## src/rtl/car_game_pkg.sv

```systemverilog
`default_nettype none
// ----------------------------------------------------------------------------
// car_game_pkg : screen geometry, colour constants and draw-scheduler states
// rev 1.0
// ----------------------------------------------------------------------------
package car_game_pkg;

    localparam int SCREEN_W = 160;
    localparam int SCREEN_H = 120;
    localparam int COLOUR_W = 3;
    localparam int X_W      = 8;
    localparam int Y_W      = 7;
    localparam int SPR_PIX  = 64;

    localparam logic [COLOUR_W-1:0] TRANSPARENT_COLOUR = 3'b101;

    localparam logic [2:0] ST_IDLE  = 3'd0;
    localparam logic [2:0] ST_ERASE = 3'd1;
    localparam logic [2:0] ST_DRAW  = 3'd2;
    localparam logic [2:0] ST_FLUSH = 3'd3;
    localparam logic [2:0] ST_DONE  = 3'd4;

    typedef enum logic [2:0] {
        IDLE  = ST_IDLE,
        ERASE = ST_ERASE,
        DRAW  = ST_DRAW,
        FLUSH = ST_FLUSH,
        DONE  = ST_DONE
    } state_e;

endpackage
`default_nettype wire

```

## src/rtl/rr_arbiter.sv

```systemverilog
`default_nettype none
// ----------------------------------------------------------------------------
// rr_arbiter : combinational round-robin pick, lowest index at/after pointer
// rev 1.0
// ----------------------------------------------------------------------------
module rr_arbiter #(
    parameter int N_REQ = 2
) (
    input  logic [N_REQ-1:0] req,
    input  logic [1:0]       pointer,
    output logic [N_REQ-1:0] gnt,
    output logic [1:0]       idx
);

    logic found;

    // First pass covers indices at/after the pointer; the second pass is the
    // wrap-around, where the lowest requesting index wins.
    always_comb begin
        gnt   = '0;
        idx   = '0;
        found = 1'b0;
        for (int j = 0; j < N_REQ; j++) begin
            if (!found && req[j] && (2'(j) >= pointer)) begin
                found  = 1'b1;
                gnt[j] = 1'b1;
                idx    = 2'(j);
            end
        end
        for (int j = 0; j < N_REQ; j++) begin
            if (!found && req[j]) begin
                found  = 1'b1;
                gnt[j] = 1'b1;
                idx    = 2'(j);
            end
        end
    end

endmodule
`default_nettype wire

```

## src/rtl/sprite_draw_sched.sv

```systemverilog
`default_nettype none
// ----------------------------------------------------------------------------
// sprite_draw_sched : erase/redraw sequencer for 8x8 sprites on a 160x120 VGA
// write port. Optional macro SPRITE_TRANSPARENCY_EN skips transparent pixels.
// rev 1.0
// ----------------------------------------------------------------------------
module sprite_draw_sched
    import car_game_pkg::*;
#(
    parameter int                  N_REQ        = 2,
    parameter logic [COLOUR_W-1:0] ERASE_COLOUR = 3'b000,
    parameter int                  SPR_LOG2     = 3
) (
    input  logic                  Clock,
    input  logic                  Resetn,
    input  logic [N_REQ-1:0]      req,
    input  logic [X_W*N_REQ-1:0]  req_x,
    input  logic [Y_W*N_REQ-1:0]  req_y,
    output logic [N_REQ-1:0]      gnt,
    output logic [1:0]            rom_sel,
    output logic [5:0]            rom_addr,
    input  logic [COLOUR_W-1:0]   rom_data,
    output logic [X_W-1:0]        oX,
    output logic [Y_W-1:0]        oY,
    output logic [COLOUR_W-1:0]   oColour,
    output logic                  plot,
    output logic                  busy,
    output logic                  done
);

    localparam int MAX_REQ = 4;
    localparam int CNT_W   = 2 * SPR_LOG2;
    localparam int SX_W    = X_W + 1;
    localparam int SY_W    = Y_W + 1;
    localparam logic [CNT_W-1:0] CNT_LAST = CNT_W'(SPR_PIX - 1);

    state_e               state;
    logic [CNT_W-1:0]     cnt;
    logic [1:0]           cur;
    logic [1:0]           ptr;
    logic [X_W-1:0]       new_x;
    logic [Y_W-1:0]       new_y;
    logic [X_W-1:0]       old_x [MAX_REQ];
    logic [Y_W-1:0]       old_y [MAX_REQ];
    logic [MAX_REQ-1:0]   old_valid;

    // Draw pipeline stage: coordinates of the address issued last cycle.
    logic                 d_valid;
    logic [X_W-1:0]       d_x;
    logic [Y_W-1:0]       d_y;
    logic                 d_inb;

    logic [X_W-1:0]       in_x [MAX_REQ];
    logic [Y_W-1:0]       in_y [MAX_REQ];
    logic [N_REQ-1:0]     arb_gnt;
    logic [1:0]           arb_idx;
    logic                 any_req;

    logic [SPR_LOG2-1:0]  col;
    logic [SPR_LOG2-1:0]  row;
    logic [SX_W-1:0]      sx_old;
    logic [SX_W-1:0]      sx_new;
    logic [SY_W-1:0]      sy_old;
    logic [SY_W-1:0]      sy_new;
    logic                 inb_old;
    logic                 inb_new;
    logic                 px_visible;

    generate
        for (genvar i = 0; i < MAX_REQ; i++) begin : g_unpack
            if (i < N_REQ) begin : g_used
                assign in_x[i] = req_x[X_W*i +: X_W];
                assign in_y[i] = req_y[Y_W*i +: Y_W];
            end else begin : g_pad
                assign in_x[i] = '0;
                assign in_y[i] = '0;
            end
        end
    endgenerate

    rr_arbiter #(
        .N_REQ   (N_REQ)
    ) u_arb (
        .req     (req),
        .pointer (ptr),
        .gnt     (arb_gnt),
        .idx     (arb_idx)
    );

    assign any_req = |req;
    assign gnt     = (Resetn && state == IDLE) ? arb_gnt : '0;
    assign busy    = Resetn && ((state != IDLE) || any_req);
    assign done    = (state == DONE);
    assign rom_sel = cur;

    assign col     = cnt[SPR_LOG2-1:0];
    assign row     = cnt[CNT_W-1:SPR_LOG2];
    assign sx_old  = {1'b0, old_x[cur]} + SX_W'(col);
    assign sy_old  = {1'b0, old_y[cur]} + SY_W'(row);
    assign sx_new  = {1'b0, new_x} + SX_W'(col);
    assign sy_new  = {1'b0, new_y} + SY_W'(row);
    assign inb_old = (sx_old < SX_W'(SCREEN_W)) && (sy_old < SY_W'(SCREEN_H));
    assign inb_new = (sx_new < SX_W'(SCREEN_W)) && (sy_new < SY_W'(SCREEN_H));

`ifdef SPRITE_TRANSPARENCY_EN
    assign px_visible = (rom_data != TRANSPARENT_COLOUR);
`else
    assign px_visible = 1'b1;
`endif

    always_ff @(posedge Clock) begin
        if (!Resetn) begin
            state     <= IDLE;
            cnt       <= '0;
            cur       <= '0;
            ptr       <= '0;
            new_x     <= '0;
            new_y     <= '0;
            old_valid <= '0;
            d_valid   <= 1'b0;
            d_x       <= '0;
            d_y       <= '0;
            d_inb     <= 1'b0;
            for (int i = 0; i < MAX_REQ; i++) begin
                old_x[i] <= '0;
                old_y[i] <= '0;
            end
        end else begin
            d_valid <= (state == DRAW);
            d_x     <= sx_new[X_W-1:0];
            d_y     <= sy_new[Y_W-1:0];
            d_inb   <= inb_new;
            case (state)
                IDLE: begin
                    cnt <= '0;
                    if (any_req) begin
                        cur   <= arb_idx;
                        new_x <= in_x[arb_idx];
                        new_y <= in_y[arb_idx];
                        ptr   <= (arb_idx == 2'(N_REQ - 1)) ? 2'd0 : arb_idx + 2'd1;
                        state <= old_valid[arb_idx] ? ERASE : DRAW;
                    end
                end
                ERASE: begin
                    cnt <= cnt + 1'b1;
                    if (cnt == CNT_LAST) begin
                        state <= DRAW;
                    end
                end
                DRAW: begin
                    cnt <= cnt + 1'b1;
                    if (cnt == CNT_LAST) begin
                        state <= FLUSH;
                    end
                end
                FLUSH: begin
                    state <= DONE;
                end
                DONE: begin
                    old_x[cur]     <= new_x;
                    old_y[cur]     <= new_y;
                    old_valid[cur] <= 1'b1;
                    state          <= IDLE;
                end
                default: begin
                    state <= IDLE;
                end
            endcase
        end
    end

    // Erase pixels leave in the counter cycle; draw pixels wait one cycle
    // for the ROM so colour and coordinates line up.
    always_comb begin
        oX       = '0;
        oY       = '0;
        oColour  = '0;
        plot     = 1'b0;
        rom_addr = '0;
        if (state == DRAW) begin
            rom_addr = cnt;
        end
        if (state == ERASE) begin
            oX      = sx_old[X_W-1:0];
            oY      = sy_old[Y_W-1:0];
            oColour = ERASE_COLOUR;
            plot    = inb_old;
        end else if (d_valid) begin
            oX      = d_x;
            oY      = d_y;
            oColour = rom_data;
            plot    = d_inb && px_visible;
        end
    end

endmodule
`default_nettype wire

```

## config.mk

```make
export PLATFORM = sky130hd
export DESIGN_NAME = sprite_draw_sched
export DESIGN_NICKNAME = d
export VERILOG_FILES = /design/src/rtl/car_game_pkg.sv /design/src/rtl/rr_arbiter.sv /design/src/rtl/sprite_draw_sched.sv
export SDC_FILE = /design/constraint.sdc
export NUM_CORES = 1
export LEC_CHECK = 0
export ABC_CLOCK_PERIOD_IN_PS = 6850
export CORE_MARGIN = 1.5
export CORE_UTILIZATION = 59
export DETAILED_ROUTE_END_ITERATION = 8
export GPL_ROUTABILITY_DRIVEN = 0
export HOLD_SLACK_MARGIN = 0.1
export PLACE_DENSITY = 0.87
export SKIP_CTS_REPAIR_TIMING = 1
export SLEW_MARGIN = 20
export SYNTH_ARGS = -nofsm -noshare
export SYNTH_HDL_FRONTEND = slang
export SYNTH_SLANG_ARGS = --single-unit
export TNS_END_PERCENT = 30
```

## constraint.sdc

```tcl
create_clock -name Clock -period 6.85 [get_ports Clock]
set_input_delay 1.37 -clock Clock [delete_from_list [all_inputs] [get_ports Clock]]
set_output_delay 1.37 -clock Clock [all_outputs]
set_load 0.005 [all_outputs]
```

==> impl_metrics.csv <==
group,metric,value,unit
outcome,status,"completed",
setup_path,cp_max_fo,26,
power_and_ir_drop,p_leak,2.147,nW
layout,nets,575,
detailed_routing,vias,3511,
synthesis,async_reset_ff_share,0,%
timing,slew_headroom,31.05,%
die,initial_utilization,61.05,%
synthesis,syn-cell-area,4428,µm²
synthesis,synth-simple-area-share,24.41,%
grt,grt_overflow,0,
synthesis,synth_top_family_by_area,"simple AND/OR/NAND/NOR gates",
setup_path,worstSetupPathType,"reg2out",
detailed_routing,drtAntennaViolNets,0,
timing,rsz0062_at_grt,"false",
power_and_ir_drop,ir_drop,0.09538,mV
clock_network,clock-root-buffer,"clkbuf_8",
layout,syn_to_final_growth,19.92,%
clock_network,path_clk_slew,0.07,ns
timing,fmax,0.2080,GHz
clock_network,clockBufferDepth,2,
grt,grt_use_total,24.35,%
timing,tns,0,ns
placement,dp_cells,609,
setup_path,cp.arrival,3.44,ns
grt,antenna_found_initial,0,
synthesis,synth_compound_area_share,12.63,%
synthesis,yosys.area.top_type,"dfxtp_1",
synthesis,ys.flop_type,"dfxtp_1",
synthesis,ys_types,59,
grt,grt_max_degree,50,
hold_path,min_path_type,"reg2reg",
layout,fin_cells,625,
layout,antenna_cells,0,
timing,hold_ws,0.4665,ns
synthesis,syn_nets,525,
layout,fillCellCount,529,
placement,pre_cts_slack,2.317,ns
clock_network,cts_tree,"yes",
detailed_routing,viasPerCell,5.618,
power_and_ir_drop,power.net_switching,287.3,µW
timing,hold_viol_final,0,
synthesis,synth.yosys.seq_area_share,41.14,%
detailed_routing,drt_iter0_markers,189,
synthesis,synth_area_leaders,"dfxtp_1 21%, edfxtp_1 20%, and2_1 11%",
die,rows,31,
layout,drive_gt1_share,6.844,%
clock_network,htreeDepth,3,
timing,fin_crit_sh,70.18,%
clock_network,clock_latency,0.35,ns
detailed_routing,totalWireLength,9296,µm
setup_path,worstSetupEndpointType,"output pin",
synthesis,yosys_warnings,0,
power_and_ir_drop,power,1.083,mW
synthesis,syn_inst,471,
setup_path,worstSetupStartpointType,"register",
grt,grt_first_pass_wirelength,14700,µm
power_and_ir_drop,internal_power,795.4,µW
die,core-area,7253,µm²
die,dieWidth,89.63,µm
power_and_ir_drop,p_clk_share,32.9,%
detailed_routing,drc,0,
synthesis,synth_top_area_share,20.80,%
setup_path,crit_required,5.48,ns
timing,fin_crit,4.807,ns
grt,first_global_vias,3228,
placement,portBuffers,66,
synthesis,synth_fa_ha_area_share,5.482,%
synthesis,synth.mux.area_fraction,7.799,%
timing,finalSetupViolCount,0,
power_and_ir_drop,switching_share,26.54,%
clock_network,numCtsBuffers,9,
power_and_ir_drop,power.density,203.9,nW/µm²
timing,tightest_slew,1.027,ns
die,dieArea,8034,µm²
synthesis,synth_xor_area_share,3.758,%
timing,setup_ws,2.043,ns
detailed_routing,wl_per_cell,14.87,µm
synthesis,synth-edff-count,30,
timing,slew_viol_final,0,
timing,worst_clock_skew,0.01117,ns
clock_network,cts_num_sinks,76,
power_and_ir_drop,seqPwrFrac,49.3,%
power_and_ir_drop,combinationalPowerShare,17.8,%
die,die_y,89.63,µm
synthesis,ys_seq_elements,76,
job,max_cap_violations,0,
detailed_routing,drtPass1Iterations,4,
synthesis,syn_avg_cell_area,9.401,µm²
placement,post-dp-hpwl,6840,µm
die,ioPinCount,68,
## final timing paths
check | startpoint | end | slack (ns) | cells after the start
max | register | plot | 2.04 | 10
min reg2reg | old_valid[1] | old_valid[1] | 0.47 | 1
max reg2reg | state[1] | old_y[1][1] | 4.41 | 4
min | old_valid[1] | old_valid[1] | 0.47 | 1
## metal layers
layer | vias up | part of all wire [%] | global-route usage (%) | routed length, µm
li1 | 1748 | - | - | -
met5 | - | 0 | 0 | 0
met4 | 0 | 1.4 | 9.231 | 133
met2 | 148 | 49 | 42.27 | 4543
met3 | 11 | 6.7 | 3.931 | 627
met1 | 1604 | 43 | 30.51 | 3991
## cell usage in the layout (no fill, tap or decap), drive strengths merged, types with 4 or more instances in the layout
master	n
and2	77
clkdlybuf4s50	66
o21ai	42
and3	8
edfxtp	30
clkbuf	12
fa	4
nor2b	5
nand3	20
inv	14
nand2b	7
nand2	31
a21boi	4
a21o	6
mux2i	25
mux2	7
xor2	7
or3	4
nor3	8
nor2	14
buf	5
dfxtp	46
a21oi	18
nand4	5
ha	13
xnor2	12
## flip-flops by register name, summed over array words and instances (netlist names), 2 cells and up, named ones only
signal and cells:
d_x 8, state 3, old_y 14, d_y 7, old_valid 2, old_x 16
cnt 6, new_y 7, new_x 8
## cells by family after synthesis
kind of cell,after synthesis
buffers and inverters,46
xor gates and xnor gates,19
adders and majority gates,17
other,1
and+or+nand+nor,189
DFF,76
AOI/OAI and AO/OA,91
muxes,32
## critical path: stages (launching register included)
cell             delay, ns
dfxtp_1               0.31
buf_4                 0.33
mux2i_1               0.34
inv_1                 0.07
ha_1                  0.27
a21o_1                0.18
a21oi_1               0.37
a22oi_1               0.11
or3_1                 0.37
o31ai_2               0.22
clkdlybuf4s50_1       0.53
## power by group through the flow
stage | Combinational (mW) | Sequential, mW | Clock [mW]
finish | 0.193 | 0.534 | 0.356
global route | 0.216 | 0.539 | 0.374
CTS | 0.194 | 0.533 | 0.360
detailed placement | 0.193 | 0.544 | 0
global placement | 0.188 | 0.541 | 0
floorplan | 0.145 | 0.523 | 0
## cell usage after synthesis, drive strengths merged (4+ instances only)
| library cell | number |
|---|---|
| mux2 | 7 |
| o21ai | 42 |
| fa | 4 |
| nand2b | 7 |
| clkbuf | 20 |
| xor2 | 7 |
| nand2 | 31 |
| buf | 12 |
| a21oi | 18 |
| a21o | 6 |
| edfxtp | 30 |
| nor2 | 14 |
| and3 | 8 |
| ha | 13 |
| and2 | 77 |
| a21boi | 4 |
| dfxtp | 46 |
| nor2b | 5 |
| nand4 | 5 |
| or3 | 4 |
| xnor2 | 12 |
| nand3 | 20 |
| inv | 14 |
| mux2i | 25 |
| nor3 | 8 |
## final cells by class
| cell class | instances | area [µm²] | area share [%] |
|---|---|---|---|
| multi-input cells | 349 | 2402 | 45.24 |
| flip-flops and latches | 76 | 1822 | 34.31 |
| repair buffers | 71 | 698.2 | 13.15 |
| clock buffers | 12 | 166.4 | 3.134 |
| well taps | 99 | 123.9 | 2.333 |
| inverters | 14 | 52.55 | 0.9896 |
| clock inverters | 4 | 45.04 | 0.8483 |
## through the flow
step                area, µm²  util (%)
CTS                      5310     73.21
floorplan                4428         -
finish                   5310     73.21
global route             5310     73.21
detailed placement       5099     70.30
global placement         5099     70.30
No activity file was read; power rests on OpenSTA's default activity.
